--- src/rtl/sram_controller.sv ---
// Burst initiator for the 32768 x 32 single-port SRAM: command handshake in, SRAM pin drive out.
// Optional feature macro: SRAM_CTRL_BURST_EN (undefined -> every command is a single beat).
module sram_controller #(
  parameter int ADDRESS_WIDTH = 15,
  parameter int DATA_WIDTH    = 32,
  parameter int LEN_WIDTH     = 8
) (
  input  logic                     clock,
  input  logic                     reset,
  input  logic                     req_valid,
  output logic                     req_ready,
  input  logic                     req_write,
  input  logic [ADDRESS_WIDTH-1:0] req_addr,
  input  logic [LEN_WIDTH-1:0]     req_len,
  input  logic                     wr_valid,
  output logic                     wr_ready,
  input  logic [DATA_WIDTH-1:0]    wr_data,
  output logic                     rd_valid,
  output logic [DATA_WIDTH-1:0]    rd_data,
  output logic                     done,
  output logic                     mem_enable,
  output logic                     mem_readWrite,
  output logic [ADDRESS_WIDTH-1:0] mem_address,
  output logic [DATA_WIDTH-1:0]    mem_dataIn,
  input  logic [DATA_WIDTH-1:0]    mem_dataOut
);

  typedef enum logic [1:0] {
    S_IDLE  = 2'd0,
    S_WRITE = 2'd1,
    S_READ  = 2'd2,
    S_DRAIN = 2'd3
  } state_t;

  state_t                   r_state;
  logic [ADDRESS_WIDTH-1:0] r_addr;
  logic [LEN_WIDTH-1:0]     r_count;
  logic                     r_rd_valid;
  logic                     r_done;

  logic [LEN_WIDTH-1:0]     w_start_count;
  logic                     w_wr_beat;
  logic                     w_rd_beat;
  logic                     w_last;

`ifdef SRAM_CTRL_BURST_EN
  assign w_start_count = req_len;
`else
  // Length field is kept on the port for drop-in compatibility but has no effect.
  logic w_unused_len;
  assign w_unused_len  = ^req_len;
  assign w_start_count = '0;
`endif

  assign w_wr_beat = (r_state == S_WRITE) && wr_valid;
  assign w_rd_beat = (r_state == S_READ);
  assign w_last    = (r_count == '0);

  always_ff @(posedge clock) begin
    if (reset) begin
      r_state    <= S_IDLE;
      r_addr     <= '0;
      r_count    <= '0;
      r_rd_valid <= 1'b0;
      r_done     <= 1'b0;
    end else begin
      // rd_valid lines up with the SRAM's one-cycle registered read data.
      r_rd_valid <= w_rd_beat;
      r_done     <= (w_wr_beat || w_rd_beat) && w_last;
      case (r_state)
        S_IDLE: begin
          if (req_valid) begin
            r_addr  <= req_addr;
            r_count <= w_start_count;
            r_state <= req_write ? S_WRITE : S_READ;
          end
        end
        S_WRITE: begin
          if (wr_valid) begin
            r_addr  <= r_addr + ADDRESS_WIDTH'(1);
            r_count <= r_count - LEN_WIDTH'(1);
            if (w_last) r_state <= S_IDLE;
          end
        end
        S_READ: begin
          r_addr  <= r_addr + ADDRESS_WIDTH'(1);
          r_count <= r_count - LEN_WIDTH'(1);
          if (w_last) r_state <= S_DRAIN;
        end
        S_DRAIN: r_state <= S_IDLE;
        default: r_state <= S_IDLE;
      endcase
    end
  end

  assign req_ready     = (r_state == S_IDLE);
  assign wr_ready      = (r_state == S_WRITE);
  assign mem_enable    = w_wr_beat || w_rd_beat;
  assign mem_readWrite = (r_state != S_WRITE);
  assign mem_address   = r_addr;
  assign mem_dataIn    = (r_state == S_WRITE) ? wr_data : '0;
  assign rd_valid      = r_rd_valid;
  assign rd_data       = r_rd_valid ? mem_dataOut : '0;
  assign done          = r_done;

endmodule

--- config.mk ---
export PLATFORM = sky130hd
export DESIGN_NAME = sram_controller
export DESIGN_NICKNAME = d
export VERILOG_FILES = /design/src/rtl/sram_controller.sv
export SDC_FILE = /design/constraint.sdc
export NUM_CORES = 1
export LEC_CHECK = 0
export ABC_AREA = 1
export BUFFER_PORTS_ARGS = -buffer_cell sky130_fd_sc_hd__clkbuf_2
export CORE_ASPECT_RATIO = 1.2
export CORE_MARGIN = 2
export CORE_UTILIZATION = 43
export CTS_BUF_LIST = sky130_fd_sc_hd__clkbuf_4 sky130_fd_sc_hd__clkbuf_8 sky130_fd_sc_hd__clkbuf_16
export DETAILED_ROUTE_END_ITERATION = 7
export PLACE_DENSITY = 0.87
export SLEW_MARGIN = 10
export SYNTH_ARGS = -nofsm -noshare
export SYNTH_HDL_FRONTEND = slang
export SYNTH_SLANG_ARGS = --single-unit
--- constraint.sdc ---
create_clock -name clock -period 3.8 [get_ports clock]
set_input_delay 0.19 -clock clock [delete_from_list [all_inputs] [get_ports clock]]
set_output_delay 0.19 -clock clock [all_outputs]
set_load 0.05 [all_outputs]
==> metrics <==
Lkg Pwr 2.16 nW; worst hold endpoint mem_address[3]; Die Y-Extent 82.8 um; ys async rst share 0; Vias 2832; die width 69.6 um; Ports 177; Post-Syn Instances 394; root buf cell clkbuf_8; final-report hold violation count 0; final net count 655; drt drc 0; P_sw 1.77 mW; Num CTS Buffers 3; DP Wirelength 5680 um; layout cells sized above 1 0.330; CP Class reg2out; antenna diode count 0; largest area contributor in the netlist dfxtp_1; Area Growth Syn to Fin 40.1%; Synth top area share 0.243; final wirelength 6860 um; Port Buf Inserts 168; vias in the first global route 2607; WP data required 3.61 ns; CTS tree built; Synthesis Warnings 0; cells resized by post-CTS repair 0; initial antenna violation count 0; multi-input logic area 1250 um2; Final Skew 0.00244 ns; CP Launch Type flip-flop; Max VDD drop 0.000584 V; Final Total Pwr 2.79 mW; reg2reg path depth 8; Power Density 895 nW/um2; CTS Sinks 27; Core Area 4970 um2; final setup fails 0; total grt overflow 0; placement row count 28; Reg-to-Reg Start r_state[1]; Crit Path Max Fanout 35; element type at the critical path end primary output; post-layout util 0.626; setup TNS 0 ns; post-synth cell types 27; DRT iter0 DRCs 164; ANT nets after route 0; Seq cells post-synth 27; Die ar. 5760 um2; Worst Hold Class in2reg; Syn Nets 494; hold path depth 3; Min Clock Period, post-route 2.13 ns; largest net degree at the start of global routing 36; Via density 4.61; clock insertion delay at the later pin of the skew report 0.28 ns; Final Slew Violations 0; Mapped Area 2220 um2; RSZ-0062 raised after global routing no; hold path startpoint req_addr[3]; RePlAce Congestion 0.878; Main synth FF type dfxtp_1; Clock transition at path regs 0.09 ns; Synth top cells by count 136 x nand2_1, 93 x inv_1, 46 x nor2_1, 27 x dfxtp_1, 17 x nand3_1; Global Route Usage Sum 0.239; Comb pwr share 0.749; Post-synth EDFFs 0; drt pass-1 iters 4; Slew HR 0.350; Max Fclk 0.469 GHz; H-tree Lvls 1; reg2reg end mem_address[7]; clock power share 0.064; Synth area leaders dfxtp_1 24%, nand2_1 23%, inv_1 16%; Data arrival, critical path 1.94 ns; register area 541 um2; hold buffers post-CTS 0; Max clock buf depth 2; post-DR wirelength/cell 11.2 um; Flop pwr share 0.187; fillcell total 465; Setup Buffers After CTS 0; Slew @ Worst Pin 0.973 ns; count leader, synth nand2_1; first-pass GRT wire length 11300 um; Sw Ratio 0.636; Pint 1.01 mW; Max-Cap Viols 0; starting density of the core 0.447; final cycle utilization of the critical path 0.561; outcome finished clean; post-synthesis sequential area ratio 0.243; Mean Syn Cell Area 5.64 um2; reg2reg setup slack 1.70 ns
[final cells by class]
cell class,instances,area share
Sequential cell,27,0.174
Timing Repair Buffer,169,0.272
Tap cell,60,0.0241
Clock buffer,4,0.0157
Inverter,93,0.112
Multi-Input combinational cell,261,0.402
[metal layers]
metal / vias to the layer above / global-route usage / share of wire
met4: 0 / 0.123 / 0.029
met2: 135 / 0.442 / 0.50
met3: 17 / 0.0583 / 0.094
met1: 1204 / 0.256 / 0.38
li1: 1476 / - / -
met5: - / 0 / 0
[worst max path at each step]
stage	startpoint	end	slack, ns
final	r_state[1]	mem_enable	1.67
after global routing	r_state[1]	mem_enable	1.52
after CTS	r_state[1]	mem_enable	1.70
after detailed placement	r_state[1]	mem_address[7]	1.77
after global placement	r_state[0]	r_count[6]	1.81
after floorplan	r_state[1]	done	0.97
[power by group through the flow]
stage,registers (mW),clock network [mW],logic [mW]
2_1_floorplan,0.717,0,1.51
6_report,0.522,0.177,2.09
3_3_place_gp,0.521,0,2.05
5_1_grt,0.540,0.190,2.29
3_5_place_dp,0.526,0,2.09
4_1_cts,0.519,0.179,2.10
[flip-flops by register name, summed over array words and instances, names as in the netlist]
register     cells
r_count          8
mem_address     15
rd_valid         1
done             1
r_state          2
[critical path, cell delays in order (launching register included)]
cell and delay, ns:
dfxtp_1 0.34, inv_1 0.13, ha_1 0.16, buf_4 0.31
inv_1 0.12, o21ai_0 0.27, clkbuf_2 0.33
[per-stage QoR]
| step | area, um2 | worst slack (ns) | cells | hold slack [ns] |
|---|---|---|---|---|
| 3_3_place_gp | 3070 | 1.81 | 610 | 0.455 |
| 4_1_cts | 3110 | 1.70 | 614 | 0.152 |
| 3_5_place_dp | 3070 | 1.77 | 610 | 0.457 |
| 5_1_grt | 3110 | 1.52 | 614 | 0.165 |
| 2_1_floorplan | 2220 | 0.968 | 394 | 0.259 |
| 6_report | 3110 | 1.67 | 614 | 0.155 |
[cell usage in the layout, fill, tap and decap left out, drive strengths merged]
| cell type | netlist | routed |
|---|---|---|
| nor3 | 3 | 3 |
| nand4 | 8 | 8 |
| xor2 | 3 | 3 |
| o21bai | 1 | 1 |
| nand2 | 140 | 140 |
| clkbuf | 7 | 172 |
| ha | 8 | 8 |
| o211ai | 3 | 3 |
| nand3 | 17 | 17 |
| xnor2 | 1 | 1 |
| dfxtp | 27 | 27 |
| nand3b | 1 | 1 |
| inv | 93 | 93 |
| nor2 | 50 | 50 |
| a31oi | 4 | 4 |
| a21oi | 12 | 12 |
| buf | 6 | 1 |
| o21ai | 10 | 10 |
[kinds of logic (layout without fill, tap and decap cells)]
kind of cell    after synthesis  after routing  share of synthesized area
simple gates                219            219                      0.428
buf+inv                     106            266                      0.193
compound gates               30             30                     0.0743
flops                        27             27                      0.243
fa+ha+maj                     8              8                     0.0450
xor+xnor                      4              4                     0.0158
(Power assumes the default switching activity.)
